**config.mk**
```make
export PLATFORM = sky130hd
export DESIGN_NAME = ibex_fetch_skid_stage
export DESIGN_NICKNAME = d
export VERILOG_FILES = /design/src/rtl/ibex_fetch_skid_stage.sv
export SDC_FILE = /design/constraint.sdc
export NUM_CORES = 1
export LEC_CHECK = 0
export ABC_AREA = 1
export ABC_CLOCK_PERIOD_IN_PS = 8400
export BUFFER_PORTS_ARGS = -buffer_cell sky130_fd_sc_hd__buf_4
export CAP_MARGIN = 20
export CORE_UTILIZATION = 54
export CTS_CLUSTER_SIZE = 28
export DETAILED_ROUTE_END_ITERATION = 10
export PLACE_DENSITY_LB_ADDON = 0.3
export REMOVE_ABC_BUFFERS = 1
export SLEW_MARGIN = 10
export SYNTH_ARGS = -nofsm -noshare
export SYNTH_HDL_FRONTEND = slang
export SYNTH_SLANG_ARGS = --single-unit
```
**constraint.sdc**
```tcl
create_clock -name clk_i -period 8.4 [get_ports clk_i]
set_input_delay 0.42 -clock clk_i [delete_from_list [all_inputs] [get_ports clk_i]]
set_output_delay 0.42 -clock clk_i [all_outputs]
set_load 0.01 [all_outputs]
```
**src/rtl/ibex_fetch_skid_stage.sv**
```systemverilog
// rtl/ibex_fetch_skid_stage.sv - registered fetch output stage with optional two-entry skid buffer
module ibex_fetch_skid_stage #(
  parameter bit SkidEn = 1'b1
) (
  input  logic        clk_i,
  input  logic        rst_i,
  input  logic        flush_i,
  input  logic        in_valid_i,
  output logic        in_ready_o,
  input  logic [31:0] in_rdata_i,
  input  logic [31:0] in_addr_i,
  input  logic        in_err_i,
  input  logic        in_err_plus2_i,
  output logic        out_valid_o,
  input  logic        out_ready_i,
  output logic [31:0] out_instr_o,
  output logic [31:0] out_addr_o,
  output logic [31:0] out_pc_next_o,
  output logic        out_is_compressed_o,
  output logic        out_err_o,
  output logic        out_err_plus2_o,
  output logic        busy_o
);

  typedef struct packed {
    logic [31:0] instr;
    logic [31:0] addr;
    logic [31:0] pc_next;
    logic        is_compressed;
    logic        err;
    logic        err_plus2;
  } entry_t;

  entry_t in_entry;
  entry_t main_q, main_d;
  entry_t skid_q, skid_d;
  logic   main_valid_q, main_valid_d;
  logic   skid_valid_q, skid_valid_d;
  logic   in_fire, out_fire;

  // Decode is done once at capture so the ID-facing outputs come straight from flops.
  always_comb begin
    in_entry               = '0;
    in_entry.is_compressed = (in_rdata_i[1:0] != 2'b11);
    in_entry.instr         = in_entry.is_compressed ? {16'h0000, in_rdata_i[15:0]} : in_rdata_i;
    in_entry.addr          = in_addr_i;
    in_entry.pc_next       = in_addr_i + (in_entry.is_compressed ? 32'd2 : 32'd4);
    in_entry.err           = in_err_i;
    in_entry.err_plus2     = in_err_plus2_i & ~in_entry.is_compressed;
  end

  assign in_ready_o = SkidEn ? ~skid_valid_q : (~main_valid_q | out_ready_i);
  assign in_fire    = in_valid_i & in_ready_o;
  assign out_fire   = main_valid_q & out_ready_i;

  always_comb begin
    main_d       = main_q;
    skid_d       = skid_q;
    main_valid_d = main_valid_q;
    skid_valid_d = skid_valid_q;
    if (flush_i) begin
      main_valid_d = 1'b0;
      skid_valid_d = 1'b0;
    end else if (SkidEn && skid_valid_q) begin
      // in_ready_o is low here, so only the skid-to-main move can happen.
      if (out_fire) begin
        main_d       = skid_q;
        skid_valid_d = 1'b0;
      end
    end else if (!main_valid_q || out_fire) begin
      main_valid_d = in_fire;
      if (in_fire) begin
        main_d = in_entry;
      end
    end else if (SkidEn && in_fire) begin
      skid_d       = in_entry;
      skid_valid_d = 1'b1;
    end
  end

  always_ff @(posedge clk_i or posedge rst_i) begin
    if (rst_i) begin
      main_q       <= '0;
      skid_q       <= '0;
      main_valid_q <= 1'b0;
      skid_valid_q <= 1'b0;
    end else begin
      main_q       <= main_d;
      skid_q       <= skid_d;
      main_valid_q <= main_valid_d;
      skid_valid_q <= skid_valid_d;
    end
  end

  assign out_valid_o         = main_valid_q;
  assign out_instr_o         = main_q.instr;
  assign out_addr_o          = main_q.addr;
  assign out_pc_next_o       = main_q.pc_next;
  assign out_is_compressed_o = main_q.is_compressed;
  assign out_err_o           = main_q.err;
  assign out_err_plus2_o     = main_q.err_plus2;
  assign busy_o              = main_valid_q | skid_valid_q;

  a_in_addr_aligned : assert property (@(posedge clk_i) disable iff (rst_i)
    in_fire |-> !in_addr_i[0]);

  a_no_fire_skid_full : assert property (@(posedge clk_i) disable iff (rst_i)
    !(in_fire && skid_valid_q));

  a_out_stable : assert property (@(posedge clk_i) disable iff (rst_i)
    (out_valid_o && !out_ready_i && !flush_i) |=>
      (out_valid_o && $stable(out_instr_o) && $stable(out_addr_o) && $stable(out_pc_next_o) &&
       $stable(out_is_compressed_o) && $stable(out_err_o) && $stable(out_err_plus2_o)));

endmodule
```
After elaboration in Yosys (flattened, before gate mapping):

Index checks and enable logic that the tools add are counted.

* register bits: 200
* bits of input ports: 71
* word-level logic and storage cells: 48

* $add $sub $neg: 1
* bitwise operators: 8
* equal/unequal tests: 3
* reductions and logical operators: 8
* multiplexer cells: 14

Operator list (count)
* $mux W99: 4
* $add A32 B3 Y32: 1
* $mux W32: 1
* $mux W1: 8
* $reduce_and A4 Y1: 2
* $reduce_bool A2 Y1: 3
* $ne A2 B2 Y1 const B: 2
* $not A1 Y1: 4
* $and A1 B1 Y1: 3
* $mux W3: 1
* $ne A2 B1 Y1 const B: 1
* $reduce_and A2 Y1: 1
* $logic_not A1 Y1: 1
* $logic_or A1 B1 Y1: 1
* $or A1 B1 Y1: 1

Depth between registers and ports, before layout:

* depth in word-level cells: 6
* mapped depth: 15
* mapped depth without buffers: 14

Worst setup path before layout:

Ideal clock, no wire load.

* kind: input to register
* start point: in in_rdata_i[1]
* end point: reg main_q, in the netlist out_pc_next_o[7]
* path slack: 6.481 ns
* setup time: 0.124 ns
* path buffers: 1
* data arrival time: 1.795 ns
* stages on the path: 13
* required time: 8.276 ns
* cells stage by stage: nand2_1 -> clkbuf_1 -> nand2_1 -> nand2_1 -> inv_1 -> ha_1 -> inv_1 -> nand2_1 -> nand2_2 -> xor2_1 -> nand2_1 -> o211ai_1 -> nand2_1

* word-level cells in the longest chain between the ends: 6

Ends and longest elaborated chain
* start: declaration: RTL line 10 `input logic [31:0] in_rdata_i,`
* $ne A2 B2 Y1: RTL line 44 `in_entry.is_compressed = (in_rdata_i[1:0] != 2'b11);`
* $mux W3: RTL line 47 `in_entry.pc_next = in_addr_i + (in_entry.is_compressed ? 32'd2 : 32'd4);`
* $add A32 B3 Y32: RTL line 47
* $mux W99: RTL line 72 `if (in_fire) begin`
* $mux W99: RTL line 70 `end else if (!main_valid_q || out_fire) begin`
* $mux W99: RTL line 64 `end else if (SkidEn && skid_valid_q) begin`
* end signal: assignment: RTL line 88 `main_q <= main_d;`
* end: declaration: RTL line 35 `entry_t main_q, main_d;`

No other way between the ends. The select of a mux whose other input is x is not followed.
A chain may end at the register's enable or synchronous reset.

Worst setup path after layout:

* start point: reg skid_valid_q
* end point: reg main_q, in the netlist out_pc_next_o[4]

* word-level cells in the longest chain between the ends: 4
* elaborated cells on any way between the ends: 7
* classes of those cells: eq/ne: 1; mux: 1; bitwise: 2; reduce/logical: 3

Ends and longest elaborated chain
* start: declaration: RTL line 38 `logic skid_valid_q, skid_valid_d;`
* start signal: assignment: RTL line 91 `skid_valid_q <= skid_valid_d;`
* $not A1 Y1 (no source line)
* $and A1 B1 Y1: RTL line 53 `assign in_fire = in_valid_i & in_ready_o;`
* $reduce_bool A2 Y1 (no source line)
* $reduce_and A4 Y1 (no source line)

Several ways; a longest one is shown, not always the timed one.

==> impl_results.md <==
- Number of fill cells in the layout: 1,473
- Vertical die dimension: 133 um
- Final global-route overflow total: 0
- Proportion of netlist area held by the largest area contributor: 0.536
- Routability Congestion: 0.818
- Count of vias placed by the detailed router: 8,332
- Number of cells traversed by the worst register-to-register path: 6
- Post-synthesis cell count: 1,197
- Clock sink count: 198
- Area of the die: 17,600 um^2
- Routed wire length: 23.2 mm
- FP Rows: 47
- Number of standard cells in the final layout excluding fillers: 1,561
- Power spent charging and discharging nets: 0.781 mW
- Maxcap violations: 0
- Standby leakage power: 5.65 nW
- Setup_tns: 0 ns
- Synth area leader: sky130_fd_sc_hd__dfrtp_1
- Peak per-stage delay on the critical path: 0.85 ns
- Power per standard cell area: 241 nW/um^2
- CTS resizes: 0
- DRC violations left: 0
- Internal power summed over all cells: 1.90 mW
- Endpoint of the worst register-to-register path: out_pc_next_o[4]
- Die Wd: 133 um
- Total core area: 16,600 um^2
- Wire length of the first global-routing pass: 37.9 mm
- Wire length per cell: 14.9 um
- Flip-flop and latch count after synthesis: 198
- WS Path Type: register to register
- Data arrival time of the worst path: 3.05 ns
- Crit-path slowest cell: sky130_fd_sc_hd__buf_4
- Normalized max-slew margin: 0.284
- Residual antenna-violating net count after detailed routing: 0
- Cells traversed along the worst timing path: inv_4 -> nand4_1 -> nand2_4 -> buf_4 -> o21ai_0 -> o21ai_0
- Effective utilization at floorplan: 0.555
- Setup repair after global routing missed its margin: no
- Proportion of power drawn by flip-flops and latches: 0.480
- Ant diodes: 0
- Post-route minimum period: 2.71 ns
- CTS tree: done
- Insertion delay of the later-clocked pin in the worst-skew pair: 0.43 ns
- Io pins: 173
- First-pass iteration count of the detailed router: 7
- Fraction of final layout cells sized beyond drive strength 1: 0.166
- Pins over their slew limit: 0
- Maximum fanout along the worst path: 110
- Post-Synthesis Cell Area: 9240 um^2
- Via count of the first global-routing pass: 7,666
- Signed area change from the synthesized netlist to the final layout: 20.7%
- Number of buffers inserted during clock tree synthesis: 17
- Clock-pin slew on the worst setup and hold paths: 0.07 ns
- Clock Skew: 0.00577 ns
- Total routing usage reported by global routing: 0.270
- Placed wire-length estimate after detailed placement: 14.7 mm
- Final setup violation count: 0
- Number of distinct library cells after synthesis: 25
- Peak supply drop: 0.154 mV
- Switching part of the total power: 0.291
- Largest net degree at the start of global routing: 131
- Number of vias per cell after detailed routing: 5.34
- Count of buffers added by post-CTS timing repair for setup: 0
- Outcome: finished clean
- Class of the most critical hold timing path: input port to asynchronous set/reset pin
- Yosys warning count: 0
- Max Clk Rate: 370 MHz
- Endpoint class of the critical path: register
- Max Buffers Root-to-Sink: 2
- Count of input and output buffers: 172
- Clock share of power: 0.310
- Area contributors post-synth: sky130_fd_sc_hd__dfrtp_1 54%, sky130_fd_sc_hd__nand2_1 19%, sky130_fd_sc_hd__nor2_1 6.7%
- Critical Path Source Type: register
- H-tree levels: 4
- Power Total: 2.69 mW
- CTS Hold Bufs: 0
- R2r setup slk: 5.69 ns
- Final period util: 0.322
- Critical Path RT: 8.75 ns
- Number of antenna violations at the first check in global routing: 0
- Dpl cells: 1,529
- Cell with the most instances on the worst path: sky130_fd_sc_hd__o21ai_0
- Initial DRC count: 759
- Logic pwr share: 0.210
- Worst Max-Slew Pin Slew: 1.07 ns
- Synthesized area per cell: 7.72 um^2
- Worst R2R Start: skid_valid_q
- Final Hold Violating Endpoints: 0
- CTS root buf: sky130_fd_sc_hd__clkbuf_16
- Net total in the final layout: 1,400
- Sequential fraction of the synthesis area: 0.536
-- per-stage QoR --
step           setup WS (ns)  utilization  area, um^2  hold WS (ns)
6_report                5.69        0.670       11200         0.137
4_1_cts                 5.64        0.670       11200         0.189
3_3_place_gp            5.69        0.634       10600         0.453
2_1_floorplan           1.60            -        8920         0.442
3_5_place_dp            5.65        0.634       10600         0.458
5_1_grt                 5.41        0.670       11200         0.208
-- power by group through the flow --
stage / sequential, mW / clock (mW) / combinational, mW
finish: 1.29 / 0.831 / 0.565
global route: 1.31 / 0.880 / 0.634
CTS: 1.29 / 0.845 / 0.571
detailed placement: 1.30 / 0 / 0.569
global placement: 1.30 / 0 / 0.550
floorplan: 1.33 / 0 / 0.261
-- flip-flops by register name, summed over array words and instances (netlist names) --
name and cells:
out_is_compressed_o 1, skid_valid_q 1, skid_q 98, out_valid_o 1, out_addr_o 32, out_err_plus2_o 1, out_err_o 1, out_instr_o 32
out_pc_next_o 31
-- layout make-up --
| type | count | area (um^2) | area share |
|---|---|---|---|
| clock buffers | 19 | 443 | 0.0397 |
| clock inverters | 13 | 154 | 0.0138 |
| inverters | 68 | 267 | 0.0239 |
| multi-input cells | 865 | 3720 | 0.334 |
| flip-flops and latches | 198 | 4960 | 0.444 |
| well taps | 220 | 275 | 0.0247 |
| repair buffers | 178 | 1340 | 0.120 |
-- logic make-up after synthesis --
family / Yosys count / synth area share
adders and majority gates: 1 / 0.00135
buffers and inverters: 134 / 0.0619
AOI/OAI and AO/OA: 170 / 0.105
xor gates and xnor gates: 6 / 0.00569
DFF: 198 / 0.536
and+or+nand+nor: 688 / 0.290
-- cells in the mapped netlist (all sizes together) --
master  number
ha           1
buf         39
nand4        3
nand3       39
dfrtp      198
o211ai       2
nand2      476
xor2         6
nor3         2
a31oi       83
clkbuf      27
nor2       168
a21oi       23
a21o         3
o21ai       59
inv         68
-- routing by layer --
metal  wire length, um  GRT usage  part of all wire
met1             10600      0.380              0.46
met2             10900      0.426              0.47
met3              1410     0.0502             0.061
met4               274     0.0811             0.012
met5                 0          0                 0
-- critical path: cells and delay by family (launching register included) --
kind                   cells  cell delay, ns
AO/OA/AOI/OAI              2            0.38
buffers and inverters      2            1.09
flip-flops                 1            0.42
AND/OR/NAND/NOR            2            0.62
-- cells in the final DEF, fill, tap and decap left out, types with 3 or more instances in the layout --
cell | Yosys | routed
sky130_fd_sc_hd__clkbuf_16 | 0 | 17
sky130_fd_sc_hd__xor2_1 | 6 | 6
sky130_fd_sc_hd__buf_4 | 6 | 178
sky130_fd_sc_hd__nand3_1 | 39 | 39
sky130_fd_sc_hd__o21ai_0 | 51 | 51
sky130_fd_sc_hd__bufinv_16 | 0 | 3
sky130_fd_sc_hd__inv_1 | 65 | 64
sky130_fd_sc_hd__clkinv_2 | 0 | 7
sky130_fd_sc_hd__a31oi_1 | 83 | 83
sky130_fd_sc_hd__nand2_1 | 473 | 473
sky130_fd_sc_hd__nor2_1 | 165 | 165
sky130_fd_sc_hd__dfrtp_1 | 198 | 197
sky130_fd_sc_hd__o21ai_1 | 8 | 8
sky130_fd_sc_hd__a21o_1 | 3 | 3
sky130_fd_sc_hd__a21oi_1 | 23 | 23
-- worst max path at each step --
stage	startpoint	endpoint	slack, ns	cells past startpoint
CTS	skid_valid_q	out_pc_next_o[6]	5.64	7
finish	skid_valid_q	out_pc_next_o[4]	5.69	6
floorplan	skid_valid_q	skid_q[36]	1.60	5
detailed placement	skid_valid_q	out_pc_next_o[6]	5.65	7
global placement	skid_valid_q	out_pc_next_o[6]	5.69	7
global route	skid_valid_q	out_pc_next_o[4]	5.41	6
No activity file was read; power rests on OpenSTA's default activity.
